==> src/rtl/mac_accum_seq.sv <==
// ============================================================================
// Module      : mac_accum_seq
// Description : Operand-side sequencer for the 32x32+64 mac datapath. Streams
//               operand pairs into the mac, keeps the running sum and returns
//               each finished dot-product over a valid/ready result port.
//               Optional saturation: define MAC_ACCUM_SAT_EN.
// Revision    : 1.0 - initial release
// ============================================================================
`default_nettype none

module mac_accum_seq #(
  parameter int MAX_TERMS = 16,
  parameter int CNT_W     = 16
) (
  input  logic             clk,
  input  logic             rst,
  input  logic             in_valid,
  output logic             in_ready,
  input  logic [31:0]      in_a,
  input  logic [31:0]      in_b,
  input  logic             in_last,
  output logic [31:0]      mac_multiplicand,
  output logic [31:0]      mac_multiplier,
  output logic [63:0]      mac_acc_in,
  input  logic [64:0]      mac_acc_out,
  output logic             res_valid,
  input  logic             res_ready,
  output logic [63:0]      res_data,
  output logic             res_ovf,
  output logic [CNT_W-1:0] res_count
);

  localparam logic [0:0] c_st_run  = 1'b0;
  localparam logic [0:0] c_st_hold = 1'b1;
  localparam int         c_cnt_w1  = CNT_W + 1;
  localparam logic [CNT_W:0] c_max_terms = c_cnt_w1'(MAX_TERMS);

  logic [0:0]       r_state;
  logic [0:0]       w_state_next;
  logic             r_s1;
  logic             r_s1_last;
  logic [CNT_W-1:0] r_term_cnt;
  logic [CNT_W:0]   w_pending_cnt;
  logic             w_accept;
  logic             w_close;
  logic             w_release;
  logic [63:0]      w_commit_sum;

  assign w_accept  = in_valid && in_ready;
  assign w_close   = r_s1 && r_s1_last;
  assign w_release = (r_state == c_st_hold) && res_valid && res_ready;

  // The staged term has not reached r_term_cnt yet, so it is counted here
  // to close back-to-back streams on exactly MAX_TERMS terms.
  assign w_pending_cnt = {1'b0, r_term_cnt} + c_cnt_w1'(r_s1) + c_cnt_w1'(1);

`ifdef MAC_ACCUM_SAT_EN
  assign w_commit_sum = mac_acc_out[64] ? 64'hFFFF_FFFF_FFFF_FFFF : mac_acc_out[63:0];
`else
  assign w_commit_sum = mac_acc_out[63:0];
`endif

  always_ff @(posedge clk) begin
    if (rst) begin
      r_state <= c_st_run;
    end else begin
      r_state <= w_state_next;
    end
  end

  always_comb begin
    w_state_next = r_state;
    case (r_state)
      c_st_run: begin
        if (w_close) begin
          w_state_next = c_st_hold;
        end
      end
      c_st_hold: begin
        if (res_valid && res_ready) begin
          w_state_next = c_st_run;
        end
      end
      default: w_state_next = c_st_run;
    endcase
  end

  always_comb begin
    in_ready = 1'b0;
    if (r_state == c_st_run) begin
      in_ready = !(r_s1 && r_s1_last);
    end
  end

  always_ff @(posedge clk) begin
    if (rst) begin
      mac_multiplicand <= '0;
      mac_multiplier   <= '0;
      mac_acc_in       <= '0;
      r_s1             <= 1'b0;
      r_s1_last        <= 1'b0;
      r_term_cnt       <= '0;
      res_valid        <= 1'b0;
      res_data         <= '0;
      res_ovf          <= 1'b0;
      res_count        <= '0;
    end else begin
      if (w_accept) begin
        mac_multiplicand <= in_a;
        mac_multiplier   <= in_b;
        r_s1             <= 1'b1;
        r_s1_last        <= in_last || (w_pending_cnt == c_max_terms);
      end else if (r_s1) begin
        r_s1 <= 1'b0;
      end

      if (r_s1) begin
        mac_acc_in <= w_commit_sum;
        res_ovf    <= res_ovf | mac_acc_out[64];
        r_term_cnt <= r_term_cnt + 1'b1;
        if (r_s1_last) begin
          res_data  <= w_commit_sum;
          res_count <= r_term_cnt + 1'b1;
          res_valid <= 1'b1;
        end
      end

      // Only reachable in HOLD, where no term is staged.
      if (w_release) begin
        res_valid  <= 1'b0;
        mac_acc_in <= '0;
        r_term_cnt <= '0;
        res_ovf    <= 1'b0;
      end
    end
  end

endmodule

`default_nettype wire
==> config.mk <==
export PLATFORM = sky130hd
export DESIGN_NAME = mac_accum_seq
export DESIGN_NICKNAME = d
export VERILOG_FILES = /design/src/rtl/mac_accum_seq.sv
export SDC_FILE = /design/constraint.sdc
export NUM_CORES = 1
export LEC_CHECK = 0
export ABC_AREA = 1
export BUFFER_PORTS_ARGS = -buffer_cell sky130_fd_sc_hd__buf_2
export CAP_MARGIN = 20
export CORE_MARGIN = 4
export CORE_UTILIZATION = 48
export CTS_BUF_LIST = sky130_fd_sc_hd__clkbuf_2
export DETAILED_ROUTE_END_ITERATION = 10
export GPL_ROUTABILITY_DRIVEN = 0
export PLACE_DENSITY = 0.8
export SYNTH_ARGS = -nofsm -noshare
export SYNTH_HDL_FRONTEND = slang
export SYNTH_SLANG_ARGS = --single-unit
export TNS_END_PERCENT = 1
==> constraint.sdc <==
create_clock -name clk -period 6.32 [get_ports clk]
set_input_delay 0.632 -clock clk [delete_from_list [all_inputs] [get_ports clk]]
set_output_delay 0.632 -clock clk [all_outputs]
set_load 0.005 [all_outputs]
==> impl_metrics.env, run 1 <==
export IMPL_status="finished, final reports clean"
export IMPL_post_drt_via_cell_ratio=5.028
export IMPL_path_cells="buf_4, inv_2, buf_4, ha_1, inv_1, ha_1, inv_1, nor2_2, nand2_2, nor2_2, nand2_1, nand2_1, nand2_1, nor2_1, nand3_1, a21oi_2"
export IMPL_critPathMaxFanout=91
export IMPL_finalCritPeriodShare_pct=50.07
export IMPL_htreeDepth=2
export IMPL_synth_edf_count=0
export IMPL_synth_avg_cell_area_um2=7.532
export IMPL_rows=48
export IMPL_die_w_um=141.7
export IMPL_netlist_instances=1139
export IMPL_cts_sinks=229
export IMPL_synth_yosys_seq_area_share_pct=53.43
export IMPL_area_delta_synth_final_pct=32.07
export IMPL_core_um2=17420
export IMPL_end_kind="register"
export IMPL_leakagePower_nw=5.559
export IMPL_critPathKind="reg2reg"
export IMPL_hpwl_um=17160
export IMPL_worstMarginPinSlew_ns=1.046
export IMPL_grt_use_total_pct=25.79
export IMPL_grt_pass1_vias=8687
export IMPL_cts_clk_slew_worst_paths_ns=0.12
export IMPL_maxCapViolations=0
export IMPL_slew_headroom_pct=30.28
export IMPL_tritoncts="done"
export IMPL_final_common_cell="buf_2"
export IMPL_multi_input_area_um2=3456
export IMPL_clock_latency_ns=0.85
export IMPL_drive_gt1_share_pct=29.30
export IMPL_totalWireLength_um=27330
export IMPL_placed_cell_area_um2=10290
export IMPL_yosys_cell_types_count=27
export IMPL_numCtsBuffers=55
export IMPL_register_area_um2=4586
export IMPL_layout_min_cycle_time_ns=3.165
export IMPL_ctsLongestPathBuffers=3
export IMPL_start_util_pct=49.26
export IMPL_syn_area_um2=8579
export IMPL_path_common_cell="nand2_1"
export IMPL_critPathLaunchType="register"
export IMPL_fin_area_um2=11330
export IMPL_setup_violations=0
export IMPL_grt_max_degree=92
export IMPL_nets=1664
export IMPL_cts_resized=0
export IMPL_grt_setup_unrepaired="no"
export IMPL_final_cell_mix="buf_2, nand2_1, dfxtp_1, nor2_1, a21oi_1"
export IMPL_crit_slowest_cell="buf_4"
export IMPL_die_h_um=141.7
export IMPL_whs_ns=0.05000
export IMPL_yosysWarnings=0
export IMPL_cp_required_ns=7.06
export IMPL_pre_cts_slack_ns=3.198
export IMPL_grt_overflow_total=0
export IMPL_power_density_nw_per_um2=251.8
export IMPL_portBuffers=344
export IMPL_worst_slack_ns=3.155
export IMPL_vias=9030
export IMPL_syn_nets=1276
export IMPL_drc=0
export IMPL_worst_ep_arrival_time_ns=3.90
export IMPL_fill_cells=1451
export IMPL_async_reset_ff_share_pct=0
export IMPL_max_clock_freq_mhz=316.0
export IMPL_total_power_mw=2.853
export IMPL_avgRoutedWirePerCell_um=15.22
export IMPL_io_pin_count=345
export IMPL_hp_class="in2reg"
export IMPL_ir_drop_mv=0.2029
export IMPL_postRouteAntennaNets=0
export IMPL_grt_pass1_wl_um=42650
export IMPL_synthFlopType="dfxtp_1"
export IMPL_finalMaxSlewViolations=0
export IMPL_synth_seq_cells=229
export IMPL_root_buffer="clkbuf_2"
export IMPL_fp_dieArea_um2=20080
export IMPL_firstDrtPassIters=5
export IMPL_drt_iter0_markers=403
export IMPL_antenna_found_initial=1
export IMPL_hold_violations=0
export IMPL_setup_tns_ns=0
export IMPL_finClkSkew_ns=0.09586
export IMPL_critical_path_max_stage_delay_ns=0.64
## through the flow
step,utilization [%],cells
6_report,65.06,1796
5_1_grt,65.06,1796
4_1_cts,64.81,1792
3_5_place_dp,59.10,1641
3_3_place_gp,59.10,1641
2_1_floorplan,-,1139
## where the power goes
group	switching (mW)	internal (mW)	total [mW]
registers	0.0446	1.52	1.56
clock network	0.581	0.342	0.922
logic	0.209	0.160	0.369
total	0.835	2.02	2.85
## routing by layer
layer | wire [um] | global-route usage [%]
met5 | 0 | 0
met3 | 3055 | 9.572
met2 | 13120 | 43.43
met1 | 9864 | 28.01
met4 | 1295 | 14.29
## final timing paths
path | cells past startpoint | endpoint | slack, ns | from
max | 16 | r_s1_last$_SDFFE_PP0P_ | 3.16 | r_s1$_SDFF_PP0_
min | 3 | mac_acc_in[40]$_SDFFE_PP0P_ | 0.05 | mac_acc_out[40]
max reg2reg | 16 | r_s1_last$_SDFFE_PP0P_ | 3.16 | r_s1$_SDFF_PP0_
min reg2reg | 2 | mac_multiplier[8]$_SDFFE_PP0P_ | 0.47 | mac_multiplier[8]$_SDFFE_PP0P_
## critical path, delay by kind of cell, from the launching register on
kind | cells | cell delay (ns)
DFF | 1 | 0.36
AOI/OAI and AO/OA | 1 | 0.11
buffers and inverters | 5 | 1.25
and+or+nand+nor | 8 | 0.72
adders and majority gates | 2 | 0.60
## flip-flops by register name, indices dropped and copies added, names as in the netlist
| signal | count |
|---|---|
| r_s1_last | 1 |
| r_state | 1 |
| mac_acc_in | 64 |
| res_count | 16 |
| res_ovf | 1 |
| res_valid | 1 |
| res_data | 64 |
| r_term_cnt | 16 |
| mac_multiplier | 32 |
| mac_multiplicand | 32 |
| r_s1 | 1 |
## synth_stat cells, types with 2 or more instances
| cell type | number | area share (%) |
|---|---|---|
| nand2_1 | 308 | 13 |
| dfxtp_1 | 229 | 53 |
| nor2_1 | 181 | 7.9 |
| a21oi_1 | 146 | 8.5 |
| o21ai_0 | 91 | 5.3 |
| inv_1 | 50 | 2.2 |
| clkbuf_1 | 49 | 2.1 |
| buf_2 | 16 | 0.93 |
| nand3_1 | 13 | 0.76 |
| xor2_1 | 13 | 1.3 |
| buf_4 | 6 | 0.52 |
| nand2_2 | 6 | 0.44 |
| nor2_4 | 5 | 0.66 |
| o21ai_1 | 4 | 0.23 |
| a211oi_1 | 3 | 0.26 |
| ha_1 | 3 | 0.44 |
| inv_2 | 3 | 0.13 |
| nor2_2 | 3 | 0.22 |
| nand2_4 | 2 | 0.26 |
## logic make-up after synthesis
family | share of synthesized area, %
buf+inv | 6.315
xor+xnor | 1.327
simple gates | 23.98
flops | 53.43
fa+ha+maj | 0.4376
compound gates | 14.51
## what timing repair did
action | CTS | global route
hold endpoints to repair | 66 | 2
setup buffers | 0 | 0
hold buffers | 51 | 2
## layout make-up
cell class | count | area share (%)
antenna | 1 | 0.02208
clock buffer | 80 | 3.534
clock inverter | 20 | 0.7398
inverter | 54 | 1.800
multi-input combinational | 783 | 30.50
sequential | 229 | 40.47
tap | 225 | 2.485
timing repair buffer | 404 | 20.45
Note: power is estimated with default switching activity, not from simulation.
==> run 2: changes to the inputs <==
Clock period 6.32 ns to 3 ns, I/O delays scaled along.
==> impl_metrics.env, run 2 (synthesized netlist as in run 1, its figures left out) <==
export IMPL_status="finished, final reports clean"
export IMPL_finalMaxSlewViolations=0
export IMPL_worst_ep_arrival_time_ns=3.14
export IMPL_final_common_cell="buf_2"
export IMPL_crit_slowest_cell="dfxtp_2"
export IMPL_path_buf_inv=3
export IMPL_start_util_pct=49.26
export IMPL_worstMarginPinSlew_ns=0.9150
export IMPL_die_h_um=141.7
export IMPL_r2r_start="r_s1$_SDFF_PP0_"
export IMPL_core_um2=17420
export IMPL_drt_iter0_markers=569
export IMPL_cts_setup_buffers=0
export IMPL_numCtsBuffers=55
export IMPL_hpwl_um=17920
export IMPL_cp_top_family="flip-flops"
export IMPL_worstSetupStartpoint="r_s1$_SDFF_PP0_"
export IMPL_maxCapViolations=0
export IMPL_critPathLaunchType="register"
export IMPL_clock_latency_ns=0.80
export IMPL_cp_required_ns=3.71
export IMPL_portBuffers=344
export IMPL_critPathKind="reg2reg"
export IMPL_hp_class="in2reg"
export IMPL_postRouteAntennaNets=0
export IMPL_totalWireLength_um=30850
export IMPL_power_switching_mw=1.814
export IMPL_tritoncts="done"
export IMPL_finalNonFillerCells=1878
export IMPL_end_kind="register"
export IMPL_path_cells="inv_2, ha_1, inv_1, ha_1, inv_1, nor2_2, nand2_2, nor2_2, nand2_1, nand2_1, nand2_1, nor2_1, nand3_1, a21oi_2"
export IMPL_post_place_cells=1645
export IMPL_grt_overflow_total=0
export IMPL_grt_pass1_vias=9630
export IMPL_cts_clk_slew_worst_paths_ns=0.12
export IMPL_total_power_mw=6.371
export IMPL_die_w_um=141.7
export IMPL_cts_sinks=229
export IMPL_post_drt_via_cell_ratio=5.113
export IMPL_drc=0
export IMPL_p_int_mw=4.557
export IMPL_largestRegisters="mac_acc_in (64), res_data (64)"
export IMPL_layout_min_cycle_time_ns=2.429
export IMPL_firstDrtPassIters=5
export IMPL_ctsLongestPathBuffers=3
export IMPL_pwr_share_comb_pct=13.7
export IMPL_pwr_share_seq_pct=51.8
export IMPL_io_pin_count=345
export IMPL_ir_drop_mv=0.3669
export IMPL_grt_setup_unrepaired="no"
export IMPL_path_common_cell="nand2_1"
export IMPL_grt_max_degree=91
export IMPL_area_delta_synth_final_pct=42.00
export IMPL_leakagePower_nw=5.922
export IMPL_clkPwrFrac_pct=34.4
export IMPL_finClkSkew_ns=0.03537
export IMPL_setup_tns_ns=0
export IMPL_nets=1744
export IMPL_critical_path_max_stage_delay_ns=0.79
export IMPL_hold_start="rst"
export IMPL_critPathMaxFanout=32
export IMPL_grt_pass1_wl_um=48730
export IMPL_root_buffer="clkbuf_2"
export IMPL_power_density_nw_per_um2=522.9
export IMPL_avgRoutedWirePerCell_um=16.43
export IMPL_finalCritPeriodShare_pct=80.97
export IMPL_slew_headroom_pct=39.00
export IMPL_setup_violations=0
export IMPL_fp_dieArea_um2=20080
export IMPL_grt_use_total_pct=29.51
export IMPL_rows=48
export IMPL_whs_ns=0.1154
export IMPL_max_clock_freq_mhz=411.7
export IMPL_antenna_found_initial=5
export IMPL_drive_gt1_share_pct=28.21
export IMPL_swShare_pct=28.47
export IMPL_htreeDepth=2
export IMPL_hold_violations=0
export IMPL_final_cell_mix="buf_2, nand2_1, dfxtp_1, nor2_1, a21oi_1"
export IMPL_vias=9602
[run 2: path summary, 6_finish.rpt]
kind / endpoint / slack [ns] / cells after the start
max: r_s1_last$_SDFFE_PP0P_ / 0.57 / 14
min: mac_acc_in[12]$_SDFFE_PP0P_ / 0.12 / 4
max reg2reg: r_s1_last$_SDFFE_PP0P_ / 0.57 / 14
min reg2reg: mac_acc_in[6]$_SDFFE_PP0P_ / 0.46 / 2
[run 2: layer usage]
metal	share of wire [%]	vias up	GRT usage [%]
li1	-	4582	-
met1	36	4361	32.89
met2	49	565	50.25
met3	11	94	9.707
met5	0	-	0
met4	4.5	0	15.15
[run 2: worst register-to-register path, delay by kind of cell, from the launching register on]
kind                       cells  cell delay, ns
buffers and inverters          3            0.22
adders and majority gates      2            0.46
DFF                            1            0.79
AOI/OAI and AO/OA              1            0.13
and+or+nand+nor                8            0.77
[run 2: power by group through the flow]
stage	clock (mW)	combinational [mW]	sequential, mW
2_1_floorplan	0	0.374	3.36
3_3_place_gp	0	0.694	3.36
3_5_place_dp	0	0.708	3.36
4_1_cts	2.23	0.843	3.29
5_1_grt	2.41	0.961	3.32
6_report	2.19	0.874	3.30
[run 2: what timing repair did]
action                                  CTS  global route
hold buffers                            130             0
endpoints found under the setup margin    0             0
hold endpoints to repair                194             0
resized for setup                         0             0
[run 2: final cells by class]
| type | instances | area [um^2] |
|---|---|---|
| repair buffers | 484 | 3098 |
| diodes | 8 | 20.02 |
| well taps | 225 | 281.5 |
| clock buffers | 79 | 395.4 |
| flip-flops and latches | 229 | 4586 |
| inverters | 54 | 203.9 |
| clock inverters | 16 | 142.6 |
| multi-input cells | 783 | 3456 |
| fillers | 1292 | 5234 |
[run 2: through the flow]
step           instance area [um^2]  utilization [%]  worst slack [ns]
2_1_floorplan                  8579                -            0.8810
3_3_place_gp                  10320            59.27            0.7198
3_5_place_dp                  10320            59.27            0.6273
4_1_cts                       12160            69.83            0.6205
5_1_grt                       12180            69.91            0.2652
6_report                      12180            69.95            0.5709
==> run 3: changes to the inputs <==
Settings changed: CORE_UTILIZATION 48 to 45, PLACE_DENSITY 0.8 to 0.79.
Clock period 3 ns to 2.2 ns, I/O delays scaled along.
==> impl_metrics.env, run 3 (synthesized netlist as in run 1, its figures left out) <==
export IMPL_final_cell_mix="buf_2, nand2_1, dfxtp_1, nor2_1, dlygate4sd3_1"
export IMPL_finClkSkew_ns=0.04256
export IMPL_hpwl_um=17460
export IMPL_regToRegSetupSlack_ns=0.22
export IMPL_r2r_start="r_s1$_SDFF_PP0_"
export IMPL_grt_pass1_vias=9917
export IMPL_largestRegisters="mac_acc_in (64), res_data (64)"
export IMPL_worstSetupStartpoint="r_s1$_SDFF_PP0_"
export IMPL_path_buf_inv=3
export IMPL_hold_violations=0
export IMPL_worst_ep_arrival_time_ns=2.73
export IMPL_cts_sinks=229
export IMPL_hp_class="in2reg"
export IMPL_placed_cell_area_um2=10360
export IMPL_fill_cells=1428
export IMPL_grt_max_degree=91
export IMPL_drc=0
export IMPL_finalNonFillerCells=1905
export IMPL_rows=50
export IMPL_crit_slowest_cell="buf_4"
export IMPL_vias=9706
export IMPL_antenna_found_initial=3
export IMPL_portBuffers=344
export IMPL_finalMaxSlewViolations=0
export IMPL_setup_tns_ns=0
export IMPL_end_kind="register"
export IMPL_cts_clk_slew_worst_paths_ns=0.10
export IMPL_grt_setup_unrepaired="no"
export IMPL_totalWireLength_um=31250
export IMPL_hold_start="in_valid"
export IMPL_tritoncts="done"
export IMPL_fp_dieArea_um2=21340
export IMPL_hold_end="mac_multiplier[0]$_SDFFE_PP0P_"
export IMPL_critPathKind="reg2reg"
export IMPL_total_power_mw=8.449
export IMPL_finalCritPeriodShare_pct=90.21
export IMPL_postRouteAntennaNets=0
export IMPL_grt_use_total_pct=27.88
export IMPL_numCtsBuffers=55
export IMPL_firstDrtPassIters=5
export IMPL_path_cells="inv_2, buf_4, nand2_1, a21oi_1, dlygate4sd3_1"
export IMPL_cts_resized=0
export IMPL_leakagePower_nw=5.967
export IMPL_post_drt_via_cell_ratio=5.095
export IMPL_clock_latency_ns=0.80
export IMPL_cp_top_family="buffers and inverters"
export IMPL_grt_overflow_total=0
export IMPL_root_buffer="clkbuf_2"
export IMPL_htreeDepth=2
export IMPL_setup_violations=0
export IMPL_area_delta_synth_final_pct=44.51
export IMPL_core_um2=18710
export IMPL_reg2reg_depth=5
export IMPL_avgRoutedWirePerCell_um=16.40
export IMPL_utilization_pct=66.28
export IMPL_cp_required_ns=2.95
export IMPL_ctsLongestPathBuffers=3
export IMPL_slew_headroom_pct=35.86
export IMPL_grt_pass1_wl_um=49410
export IMPL_drive_gt1_share_pct=27.52
export IMPL_critPathMaxFanout=90
export IMPL_post_place_cells=1654
export IMPL_critical_path_max_stage_delay_ns=0.70
export IMPL_nets=1770
export IMPL_die_w_um=146.1
export IMPL_final_common_cell="buf_2"
export IMPL_power_density_nw_per_um2=681.5
export IMPL_drt_iter0_markers=691
export IMPL_min_path_cells=6
export IMPL_ir_drop_mv=0.4899
export IMPL_die_h_um=146.1
export IMPL_maxCapViolations=0
export IMPL_start_util_pct=45.87
export IMPL_critPathLaunchType="register"
export IMPL_io_pin_count=345
export IMPL_layout_min_cycle_time_ns=1.985
export IMPL_worstMarginPinSlew_ns=0.9622
export IMPL_status="finished, final reports clean"
export IMPL_max_clock_freq_mhz=503.9
export IMPL_rr_endpoint="mac_acc_in[60]$_SDFFE_PP0P_"
export IMPL_fin_area_um2=12400
run 3: final cells by class:
class	count	area, um^2	area share [%]
flip-flops and latches	229	4586	36.99
multi-input cells	783	3456	27.87
repair buffers	510	3383	27.29
clock inverters	15	83.83	0.6762
well taps	234	292.8	2.361
clock buffers	77	385.4	3.108
diodes	3	7.507	0.06055
inverters	54	203.9	1.645
run 3: per-layer routing:
layer	track usage, %	part of all wire, %
met1	30.28	36
met2	47.78	48
met3	9.404	10
met4	15.66	5.4
met5	0	0
run 3: report_power, final:
group          switching [mW]  internal [mW]
registers               0.133           4.36
logic                   0.672          0.588
clock network            1.65           1.05
total                    2.46           5.99
run 3: how the worst max path moves through the flow:
stage / slack [ns] / cells after the start / end
final: 0.22 / 5 / mac_acc_in[60]$_SDFFE_PP0P_
after global routing: 0.02 / 14 / r_s1_last$_SDFFE_PP0P_
after CTS: 0.24 / 5 / mac_acc_in[60]$_SDFFE_PP0P_
after detailed placement: 0.26 / 14 / r_s1_last$_SDFFE_PP0P_
after global placement: 0.36 / 14 / r_s1_last$_SDFFE_PP0P_
after floorplan: 0.08 / 15 / r_s1_last$_SDFFE_PP0P_
run 3: worst reg2reg max path, stage by stage, from the launching register on:
cell           delay [ns]
dfxtp_2              0.35
inv_2                0.06
buf_4                0.70
nand2_1              0.12
a21oi_1              0.16
dlygate4sd3_1        0.57
run 3: what timing repair did:
item / CTS / global route
hold endpoints to repair: 195 / 0
setup buffers: 0 / 0
hold buffers: 156 / 0
run 3: per-stage QoR:
stage,worst slack (ns),hold WS (ns)
2_1_floorplan,0.08095,0.3627
3_3_place_gp,0.3585,0.4454
3_5_place_dp,0.2607,0.4501
4_1_cts,0.2438,0.008318
5_1_grt,0.01915,0.03411
6_report,0.2154,0.09235
